**src/rtl/rate_div_pkg.sv**
```systemverilog
// rate_div_pkg -- shared constants and types for the multi-channel rate divider.
//   CNT_W_DEF : default divisor/counter width
//   div_t     : divisor type at the default width
//   DIV_*     : legacy rates against the 5 kHz tick (DIV_OFF stops a channel)
package rate_div_pkg;

    localparam int CNT_W_DEF = 28;

    typedef logic [CNT_W_DEF-1:0] div_t;

    localparam div_t DIV_OFF    = '0;
    localparam div_t DIV_FULL   = div_t'(1);
    localparam div_t DIV_1HZ    = div_t'(5000);
    localparam div_t DIV_0P5HZ  = div_t'(10000);
    localparam div_t DIV_0P25HZ = div_t'(20000);

endpackage

```
**src/rtl/rate_div_chan.sv**
```systemverilog
// rate_div_chan -- one divider channel: counter, active divisor, one-deep
// pending-divisor slot and registered output pulse.
//   i_clock / i_resetn : clock, async active-low reset
//   i_tick_en          : counter advances only when 1
//   i_sync_clr         : reload counter (applying any pending divisor)
//   i_acc / i_acc_div  : accepted config write for this channel
//   o_pending          : pending slot occupied (config not ready)
//   o_pulse            : one-cycle pulse, the cycle after the terminal tick
//   o_square           : RATE_DIV_TOGGLE_EN only; toggles with each pulse
module rate_div_chan
    import rate_div_pkg::*;
#(
    parameter int CNT_W   = CNT_W_DEF,
    parameter int DEF_DIV = int'(DIV_1HZ)
) (
    input  logic             i_clock,
    input  logic             i_resetn,
    input  logic             i_tick_en,
    input  logic             i_sync_clr,
    input  logic             i_acc,
    input  logic [CNT_W-1:0] i_acc_div,
    output logic             o_pending,
    output logic             o_pulse
`ifdef RATE_DIV_TOGGLE_EN
    ,
    output logic             o_square
`endif
);

    localparam logic [CNT_W-1:0] DEF_D   = CNT_W'(DEF_DIV);
    localparam logic [CNT_W-1:0] DEF_CNT = (DEF_DIV == 0) ? '0 : CNT_W'(DEF_DIV - 1);

    logic [CNT_W-1:0] r_div;
    logic [CNT_W-1:0] r_cnt;
    logic [CNT_W-1:0] r_pend_div;
    logic             r_pend;
    logic             r_pulse;
`ifdef RATE_DIV_TOGGLE_EN
    logic             r_square;
`endif

    // Reload value for a divisor; a zero divisor parks the counter at 0
    // instead of wrapping to all-ones.
    function automatic logic [CNT_W-1:0] f_reload(input logic [CNT_W-1:0] d);
        return (d == '0) ? '0 : d - CNT_W'(1);
    endfunction

    logic [CNT_W-1:0] w_sync_div;
    assign w_sync_div = r_pend ? r_pend_div : r_div;

    always_ff @(posedge i_clock or negedge i_resetn) begin
        if (!i_resetn) begin
            r_div      <= DEF_D;
            r_cnt      <= DEF_CNT;
            r_pend_div <= '0;
            r_pend     <= 1'b0;
            r_pulse    <= 1'b0;
`ifdef RATE_DIV_TOGGLE_EN
            r_square   <= 1'b0;
`endif
        end else begin
            r_pulse <= 1'b0;
            if (i_sync_clr) begin
                if (r_pend) begin
                    r_div  <= r_pend_div;
                    r_pend <= 1'b0;
                end
                r_cnt <= f_reload(w_sync_div);
`ifdef RATE_DIV_TOGGLE_EN
                r_square <= 1'b0;
`endif
            end else if (r_div == '0) begin
                // Channel off: a pending divisor restarts it without waiting
                // for a tick.
                r_cnt <= '0;
`ifdef RATE_DIV_TOGGLE_EN
                r_square <= 1'b0;
`endif
                if (r_pend) begin
                    r_div  <= r_pend_div;
                    r_pend <= 1'b0;
                    r_cnt  <= f_reload(r_pend_div);
                end
            end else if (i_tick_en) begin
                if (r_cnt == '0) begin
                    r_pulse <= 1'b1;
`ifdef RATE_DIV_TOGGLE_EN
                    r_square <= ~r_square;
`endif
                    if (r_pend) begin
                        r_div  <= r_pend_div;
                        r_pend <= 1'b0;
                        r_cnt  <= f_reload(r_pend_div);
                    end else begin
                        r_cnt <= r_div - CNT_W'(1);
                    end
                end else begin
                    r_cnt <= r_cnt - CNT_W'(1);
                end
            end
            // Accept only happens while the slot is empty, and every apply
            // path above requires it full, so these never collide.
            if (i_acc) begin
                r_pend_div <= i_acc_div;
                r_pend     <= 1'b1;
            end
        end
    end

    assign o_pending = r_pend;
    assign o_pulse   = r_pulse;
`ifdef RATE_DIV_TOGGLE_EN
    assign o_square  = r_square;
`endif

endmodule

```
**src/rtl/rate_divider_mc.sv**
```systemverilog
// rate_divider_mc -- NUM_CH independent programmable dividers of a shared
// tick stream, with a valid/ready divisor config port.
//   i_clock / i_resetn   : clock, async active-low reset
//   i_tick_en            : qualified tick
//   i_sync_clr           : phase-align all channels
//   i_cfg_valid/o_cfg_ready, i_cfg_chan, i_cfg_div : divisor config port
//   o_pulse [NUM_CH]     : per-channel one-cycle pulse
//   o_square [NUM_CH]    : only when RATE_DIV_TOGGLE_EN is defined
module rate_divider_mc
    import rate_div_pkg::*;
#(
    parameter int NUM_CH  = 4,
    parameter int CNT_W   = CNT_W_DEF,
    parameter int DEF_DIV = int'(DIV_1HZ),
    localparam int CH_W   = (NUM_CH > 1) ? $clog2(NUM_CH) : 1
) (
    input  logic              i_clock,
    input  logic              i_resetn,
    input  logic              i_tick_en,
    input  logic              i_sync_clr,
    input  logic              i_cfg_valid,
    output logic              o_cfg_ready,
    input  logic [CH_W-1:0]   i_cfg_chan,
    input  logic [CNT_W-1:0]  i_cfg_div,
    output logic [NUM_CH-1:0] o_pulse
`ifdef RATE_DIV_TOGGLE_EN
    ,
    output logic [NUM_CH-1:0] o_square
`endif
);

    logic [NUM_CH-1:0]    w_pending;
    logic [NUM_CH-1:0]    w_acc;
    logic [2**CH_W-1:0]   w_pend_ext;

    // Unused channel codes read as "not pending": always ready, and the
    // transfer matches no channel so it is simply dropped.
    always_comb begin
        w_pend_ext = '0;
        for (int i = 0; i < NUM_CH; i++) w_pend_ext[i] = w_pending[i];
    end

    assign o_cfg_ready = ~w_pend_ext[i_cfg_chan];

    for (genvar gi = 0; gi < NUM_CH; gi++) begin : g_ch
        assign w_acc[gi] = i_cfg_valid & o_cfg_ready & (i_cfg_chan == CH_W'(gi));

        rate_div_chan #(
            .CNT_W   (CNT_W),
            .DEF_DIV (DEF_DIV)
        ) u_chan (
            .i_clock    (i_clock),
            .i_resetn   (i_resetn),
            .i_tick_en  (i_tick_en),
            .i_sync_clr (i_sync_clr),
            .i_acc      (w_acc[gi]),
            .i_acc_div  (i_cfg_div),
            .o_pending  (w_pending[gi]),
            .o_pulse    (o_pulse[gi])
`ifdef RATE_DIV_TOGGLE_EN
            ,
            .o_square   (o_square[gi])
`endif
        );
    end

endmodule
```
**config.mk**
```make
export PLATFORM = sky130hd
export DESIGN_NAME = rate_divider_mc
export DESIGN_NICKNAME = d
export VERILOG_FILES = /design/src/rtl/rate_div_pkg.sv /design/src/rtl/rate_div_chan.sv /design/src/rtl/rate_divider_mc.sv
export SDC_FILE = /design/constraint.sdc
export NUM_CORES = 1
export LEC_CHECK = 0
export CAP_MARGIN = 15
export CORE_ASPECT_RATIO = 0.9
export CORE_MARGIN = 8
export CORE_UTILIZATION = 40
export DETAILED_ROUTE_END_ITERATION = 10
export PLACE_DENSITY_LB_ADDON = 0.3
export SETUP_SLACK_MARGIN = 0.3
export SKIP_LAST_GASP = 1
export SYNTH_ARGS = -nofsm -noshare
export SYNTH_HDL_FRONTEND = slang
export SYNTH_SLANG_ARGS = --single-unit
```
**constraint.sdc**
```tcl
create_clock -name i_clock -period 4.4 [get_ports i_clock]
set_input_delay 1.1 -clock i_clock [delete_from_list [all_inputs] [get_ports i_clock]]
set_output_delay 1.1 -clock i_clock [all_outputs]
set_load 0.01 [all_outputs]
```
[Word-level counts from Yosys, hierarchy flattened]
Cells that the tools add are included.
Operators by class
  bitwise gates (word level): 6
  eq/ne operators: 3
  add/subtract/negate cells: 16
  muxes and demuxes: 90
  order comparisons: 1
  reduce and logical (&&, ||, !) cells: 41
Operators with widths (number)
  two-way mux 28 bit: 52
  logical NOT 28 bit: 16
  subtractor 28 x 1 -> 28 bit (second input constant): 16
  two-way mux 1 bit: 37
  nonzero test 4 bit: 8
  nonzero test 3 bit: 8
  AND reduction 2 bit: 8
  bitwise AND 1 bit: 5
  equality test 2 bit (second input constant): 2
  less-than comparator 2 x 3 -> 1 bit (second input constant): 1
  binary-select mux 1 bit (select 2 bit): 1
  equality test 2 x 1 -> 1 bit (second input constant): 1
  logical NOT 2 bit: 1
  NOT 1 bit: 1
Word-level totals
  register bits: 344

[Longest topological paths before layout]
Gate-level depths: netlist of run 1.
  depth in word-level cells: 7
  gate-level depth with buffers: 16

[Cells and area by module]
Synthesis of run 1 repeated with hierarchy kept, for this count alone.
Second synthesis, totals
  cell total of the unflattened synthesis: 3096
  area total of the unflattened synthesis: 27126.0 um2
Modules (own cells, without submodules)
  rate_div_chan at g_ch[1].u_chan ...: cells an instance 774, sequential area each 2167.1 um2, times used 2, area each 6746.5 um2
  rate_div_chan at g_ch[0].u_chan: cells an instance 794, sequential area each 2167.1 um2, times used 1, area each 6920.4 um2
  rate_div_chan at g_ch[3].u_chan: cells an instance 747, sequential area each 2167.1 um2, times used 1, area each 6648.9 um2
  rate_divider_mc: cells an instance 7, sequential area each 0.0 um2, times used 1, area each 63.8 um2

[Worst setup path before layout of run 1]
Ideal clock, no wire load.
  path type: flip-flop to flip-flop
  start: register g_ch[0].u_chan.r_pend
  end: register g_ch[0].u_chan.r_cnt[18]
  data arrival time: 3947 ps
  setup time: 126 ps
  stages on the path, launching flop included: 15
  period minus slack after synthesis: 4073 ps
  setup slack: 327 ps
  required time: 4274 ps
  buffers on the path: 6
  path through: dfrtp_1 > buf_2 > clkbuf_1 > buf_1 > clkbuf_1 > clkbuf_1 > buf_2 > mux2i_1 > ha_1 > o221ai_1 > nor4_2 > o21ai_1 > xnor2_1 > nor2_1 > o32a_1
On the way
  cells in the longest elaborated chain, start to end: 5
RTL lines
  start: declaration: RTL line rate_div_chan.sv:36  | logic r_pend;
  start signal: assignment: RTL line rate_div_chan.sv:56  | r_pend <= 1'b0;
  start signal: assignment: RTL line rate_div_chan.sv:66  | r_pend <= 1'b0;
  start signal: assignment: RTL line rate_div_chan.sv:81  | r_pend <= 1'b0;
  parallel branches: the longest is 4 deep, another holds subtractor 28 x 1 -> 28 bit
  two-way mux 28 bit (*): RTL line rate_div_chan.sv:63  | if (i_sync_clr) begin
  end signal: assignment: RTL line rate_div_chan.sv:68  | r_cnt <= f_reload(w_sync_div);
  end signal: assignment: RTL line rate_div_chan.sv:82  | r_cnt <= f_reload(r_pend_div);
  end signal: assignment: RTL line rate_div_chan.sv:93  | r_cnt <= f_reload(r_pend_div);
  end: declaration: RTL line rate_div_chan.sv:34  | logic [CNT_W-1:0] r_cnt;
Mark *: on every way between the ends. The select of a mux whose other input is x is not followed.
A chain may end at the register's enable or synchronous reset.

[Final worst setup path of run 1]
  start: input port i_cfg_chan[1]
  end: output port o_cfg_ready
On the way
  cells in the longest elaborated chain, start to end: 3
RTL lines
  start: declaration: RTL line rate_divider_mc.sv:23  | input logic [CH_W-1:0] i_cfg_chan,
  binary-select mux 1 bit (select 2 bit): RTL line rate_divider_mc.sv:43  | assign o_cfg_ready = ~w_pend_ext[i_cfg_chan];
  two-way mux 1 bit (not written as such): RTL line rate_divider_mc.sv:43
  NOT 1 bit: RTL line rate_divider_mc.sv:43
  end: declaration: RTL line rate_divider_mc.sv:22  | output logic o_cfg_ready,
No other way between the ends. The select of a mux whose other input is x is not followed.

==> results.yml, run 1 <==
floorplan:
  core-area_um2: 66900
  initial_core_util_pct: 40.3
  die_area_um2: 76000
  std_cell_rows: 90
  die_x_um: 290
  boundaryPins: 40
  die_y_um: 262
yosys:
  synth_edf_count: 0
  yosys.area.top_type_share_pct: 27.5
  synth_area_leader_cell: "dfrtp_1"
  synth-seq-area-share_pct: 32.2
  netlist_instances: 3083
  ys_types: 88
  ys.flop_type: "dfrtp_1"
  yosysWarnings: 0
  synth_area_um2: 27000
  avgSynthCellArea_um2: 8.74
  ys_ff_latch: 344
  async_reset_ff_share_pct: 100
  synth_area_leaders: "dfrtp_1 27%, mux2_2 7.1%, xnor2_1 7.1%"
  syn_nets: 3150
clock_tree:
  htreeDepth: 2
  cts_made_buffers: 39
  insertion_delay_ns: 0.59
  cts_tree: "built"
  clkSlewWorstSetupHoldPaths_ns: 0.06
  root_buffer: "clkbuf_16"
  holdBufCountCts: 0
  cts_buffer_depth: 3
  cts.sinks: 344
global_route:
  track_usage_pct: 23.0
  antenna_found_initial: 2
  grt_overflow_total: 0
  grt_pass1_vias: 23470
  grt_first_pass_wirelength_um: 140000
  grt_max_degree: 85
detailed_routing:
  num_vias: 24690
  ant_nets: 0
  wire_per_inst_um: 22.8
  first_iter_violations: 2408
  finalWirelength_um: 89200
  via_per_inst: 6.32
  drc: 0
  drt_first_pass_iters: 6
final_layout:
  final_cells: 3909
  layout.nets: 3072
  fin_util_pct: 44.2
  drive_gt1_share_pct: 16.1
  area_delta_synth_final_pct: 9.68
flow_run:
  cap_violations: 0
hold_path:
  hold_path_class: "reg -> reg"
  worstHoldPathCells: 2
power_and_ir_drop:
  p_leak_nw: 10.5
  p_total_mw: 14.9
  pwr_density_cell_nw_per_um2: 504
  ir_drop_v: 0.000376
outcome:
  outcome: "finished, final reports clean"
timing:
  max_freq_mhz: 272
  finalHoldViolations: 0
  fin_crit_sh_pct: 83.4
  grt_setup_unrepaired: "false"
  relSlewSlack_pct: 24.1
  tns_ns: 0
  min_period_ns: 3.67
  tightest_slew_ns: 1.13
  drv_slew: 0
  skew_ns: 0.0279
  finalSetupViolCount: 0
setup_path:
  worstSetupStartpointType: "input port"
  cp_max_fo: 2
  criticalPathCategory: "in -> out"
  crit_arrival_ns: 2.57
  critPathRequiredTime_ns: 3.30
  crit_path_end_kind: "output port"
  ff2ff_path_depth: 6
placed_design:
  dp.cells: 3838
  routabilityCongestion: 0.932
  post-dp-hpwl_um: 65100
  port_buffers: 39
==> where the power goes <==
group / leakage (nW) / internal, mW / switching, mW
registers: 4.04 / 4.30 / 1.99
clock network: 0.649 / 2.04 / 1.47
logic: 5.83 / 2.48 / 2.62
==> path summary, 6_finish.rpt <==
kind	from	endpoint	slack [ns]
hold reg to reg	g_ch[1].u_chan.r_cnt[7]$_DFFE_PN1P_	g_ch[1].u_chan.r_cnt[7]$_DFFE_PN1P_	0.52
min in group asynchronous	i_resetn	g_ch[3].u_chan.r_cnt[6]$_DFFE_PN0P_	0.53
max in group asynchronous	i_resetn	g_ch[1].u_chan.r_cnt[8]$_DFFE_PN1P_	2.88
hold / removal	g_ch[1].u_chan.r_cnt[7]$_DFFE_PN1P_	g_ch[1].u_chan.r_cnt[7]$_DFFE_PN1P_	0.52
setup / recovery	i_cfg_chan[1]	o_cfg_ready	0.73
setup reg to reg	g_ch[3].u_chan.r_div[20]$_DFFE_PN0P_	g_ch[3].u_chan.r_div[17]$_DFFE_PN0P_	0.78
==> kinds of logic after synthesis <==
| logic type | share of synthesized area [%] |
|---|---|
| and+or+nand+nor | 21.9 |
| AOI/OAI and AO/OA | 16.0 |
| xor gates and xnor gates | 11.6 |
| DFF | 32.2 |
| buffers and inverters | 4.44 |
| muxes | 12.5 |
| adders and majority gates | 1.49 |
==> routing by layer <==
metal | vias to the layer above | global-route usage [%] | wire, um
met5 | - | 1.18 | 122
met4 | 2 | 6.34 | 2340
met3 | 151 | 4.88 | 8040
met2 | 1050 | 32.9 | 37400
met1 | 12197 | 34.3 | 41300
li1 | 11290 | - | -
==> synth_stat cells (51+ instances only) <==
library cell	count
dfrtp_1	296
nor2_1	253
xnor2_1	218
clkbuf_1	199
nor3_1	173
mux2_2	170
nand2_1	160
a21oi_1	156
nor4_1	142
xor2_1	138
o21ai_0	135
mux2i_1	87
nand3_1	87
or3_1	51
==> repair_timing <==
action,CTS,global route
hold endpoints to repair,0,0
buffers inserted,0,0
gates resized for setup,0,1
setup endpoints to repair,0,1
==> worst max-delay path, stage by stage <==
cell and delay [ns]:
clkdlybuf4s50_1 0.53, mux4_2 0.66, inv_1 0.10, dlymetal6s2s_1 0.17
==> cell usage in the layout (no fill, tap or decap), drive strengths merged, types with 43 or more instances in the layout <==
cell    instances
inv            51
or4            44
xnor2         218
o22ai          43
nand3          87
a22oi          43
clkbuf         46
or3            52
nor3          179
dfrtp         296
xor2          138
buf            89
mux2i          87
nand2         164
nor2          253
mux2          207
dfstp          48
nor4          149
a21oi         156
o21ai         143
==> sequential cells by signal, indices dropped and copies added (netlist names) <==
name,count
g_ch.u_chan.r_cnt,112
g_ch.u_chan.r_div,112
g_ch.u_chan.r_pend_div,112
g_ch.u_chan.o_pending,4
g_ch.u_chan.o_pulse,4
==> cell type report <==
cell class	count	area [um2]
antenna	1	2.50
clock buffer	46	1030
clock inverter	24	303
fill	6619	37300
inverter	50	188
multi-input combinational	2444	17200
sequential	344	8670
tap	874	1090
timing repair buffer	126	1110
==> stage by stage <==
stage	cell area, um2	hold slack (ns)	setup WS (ns)
floorplan	27000	0.487	0.327
global placement	28200	0.505	0.337
detailed placement	28200	0.506	0.348
CTS	29600	0.520	0.348
global route	29600	0.548	0.532
finish	29600	0.515	0.730
Power figures use the tool's default switching activity.
==> inputs of run 2 (changes only) <==
- clock period: 4.4 -> 3.6 ns (I/O delays scaled with it)
==> results.yml, run 2 (synthesized netlist as in run 1, its figures left out) <==
floorplan:
  die_x_um: 290
  die_y_um: 262
  initial_core_util_pct: 40.3
  core-area_um2: 66900
  std_cell_rows: 90
  die_area_um2: 76000
  boundaryPins: 40
final_layout:
  top_regs: "g_ch.u_chan.r_cnt: 112 flops, g_ch.u_chan.r_div: 112 flops, g_ch.u_chan.r_pend_div: 112 flops"
  nFillCells: 6600
  final_cells: 3986
  drive_gt1_share_pct: 18.5
  area_delta_synth_final_pct: 12.8
  layout_commonest_cell: "dfrtp_1"
  stdcell_area_um2: 30400
  layout_common_cells: "292 x dfrtp_1, 251 x nor2_1, 218 x xnor2_1, 171 x nor3_1, 170 x mux2_2"
  layout.nets: 3148
  fin_util_pct: 45.5
clock_tree:
  cts_tree: "built"
  cts.sinks: 344
  cts_setup_buffers: 0
  clkSlewWorstSetupHoldPaths_ns: 0.06
  insertion_delay_ns: 0.59
  root_buffer: "clkbuf_16"
  cts_made_buffers: 40
  cts_buffer_depth: 3
  htreeDepth: 2
setup_path:
  cp_top_family: "simple AND/OR/NAND/NOR gates"
  crit_buf_inv: 0
  crit_path_end_kind: "flip-flop"
  crit_arrival_ns: 3.72
  critPathRequiredTime_ns: 4.07
  cp_max_fo: 7
  path_cells: "or4_1 -> nor3_2 -> and4_1 -> nor2_1 -> a221oi_1 -> a211oi_1 -> a221o_1"
  criticalPathCategory: "reg -> reg"
  crit_path_top_delay_cell: "or4_1"
  worstSetupStartpointType: "flip-flop"
  slowest_delay_ns: 0.75
global_route:
  antenna_found_initial: 2
  grt_overflow_total: 0
  grt_first_pass_wirelength_um: 140000
  track_usage_pct: 23.1
  grt_pass1_vias: 23317
  grt_max_degree: 73
outcome:
  outcome: "finished, final reports clean"
detailed_routing:
  num_vias: 24957
  wire_per_inst_um: 22.8
  first_iter_violations: 2430
  via_per_inst: 6.26
  drc: 0
  drt_first_pass_iters: 6
  ant_nets: 0
  finalWirelength_um: 90900
placed_design:
  dp.cells: 3913
  port_buffers: 39
  place_area_um2: 28900
  routabilityCongestion: 0.929
  post-dp-hpwl_um: 67300
timing:
  min_period_ns: 3.25
  finalSetupViolCount: 0
  whs_ns: 0.275
  drv_slew: 0
  grt_setup_unrepaired: "false"
  fin_crit_sh_pct: 90.3
  relSlewSlack_pct: 30.8
  max_freq_mhz: 308
  skew_ns: 0.0181
  finalHoldViolations: 0
  tightest_slew_ns: 1.04
hold_path:
  hold_path_class: "in -> async"
power_and_ir_drop:
  p_leak_nw: 11.0
  pwr_density_cell_nw_per_um2: 623
  ir_drop_v: 0.000370
  p_total_mw: 19.0
flow_run:
  cap_violations: 0
## run 2: cell count changes in the layout (fill, tap and decap cells not counted), sizes merged
cell / change
bufinv: +5
inv: -3
clkdlybuf4s15: +1
clkinvlp: -1
clkdlybuf4s50: -1
buf: +75
clkinv: -5
clkbuf: +6
## run 2: where the power goes
| group | internal, mW | switching (mW) |
|---|---|---|
| Combinational | 3.18 | 3.32 |
| Sequential | 5.26 | 2.41 |
| Clock | 2.97 | 1.82 |
## run 2: routing by layer
metal / wire, um / global-route usage, % / part of all wire (%)
met1: 42000 / 34.8 / 46
met2: 38000 / 33.1 / 42
met3: 8400 / 4.64 / 9.2
met4: 2500 / 6.52 / 2.8
met5: 0 / 0 / 0
## run 2: cell type report
type                            count  area, um2  area share [%]
Antenna cell                        1       2.50         0.00823
Clock buffer                       52       1110            3.64
Clock inverter                     20        398            1.31
Inverter                           50        188           0.617
Multi-Input combinational cell   2444      17300            56.7
Sequential cell                   344       8680            28.5
Tap cell                          874       1090            3.60
Timing Repair Buffer              201       1690            5.55
## run 2: worst reg2reg max path, cell delays in order, from the launching register on
cell      delay [ns]
dfrtp_1         0.47
or4_1           0.75
nor3_2          0.32
and4_1          0.46
nor2_1          0.23
a221oi_1        0.48
a211oi_1        0.14
a221o_1         0.30
## run 2: metrics by stage
stage          TNS (ns)  setup WS (ns)
6_report              0          0.351
5_1_grt               0          0.308
4_1_cts               0          0.300
3_5_place_dp    -0.0196        -0.0196
3_3_place_gp      -1.03         -0.208
2_1_floorplan         0          0.227
## run 2: final timing paths
check	start	endpoint	slack, ns	cells past startpoint
worst min-delay path	i_resetn	g_ch[3].u_chan.r_cnt[5]$_DFFE_PN0P_	0.27	1
worst max register to register	g_ch[2].u_chan.r_div[6]$_DFFE_PN0P_	g_ch[2].u_chan.r_cnt[22]$_DFFE_PN0P_	0.35	7
max in group asynchronous	i_resetn	g_ch[2].u_chan.r_div[12]$_DFFE_PN1P_	2.41	2
min in group i_clock	g_ch[2].u_chan.r_cnt[7]$_DFFE_PN1P_	g_ch[2].u_chan.r_cnt[7]$_DFFE_PN1P_	0.51	2
worst min register to register	g_ch[2].u_chan.r_cnt[7]$_DFFE_PN1P_	g_ch[2].u_chan.r_cnt[7]$_DFFE_PN1P_	0.51	2
worst max-delay path	g_ch[2].u_chan.r_div[6]$_DFFE_PN0P_	g_ch[2].u_chan.r_cnt[22]$_DFFE_PN0P_	0.35	7
## run 2: timing repair
item                       4_1_cts  5_1_grt
gates resized for setup          3       11
hold buffers                     0        0
setup endpoints to repair        1       23
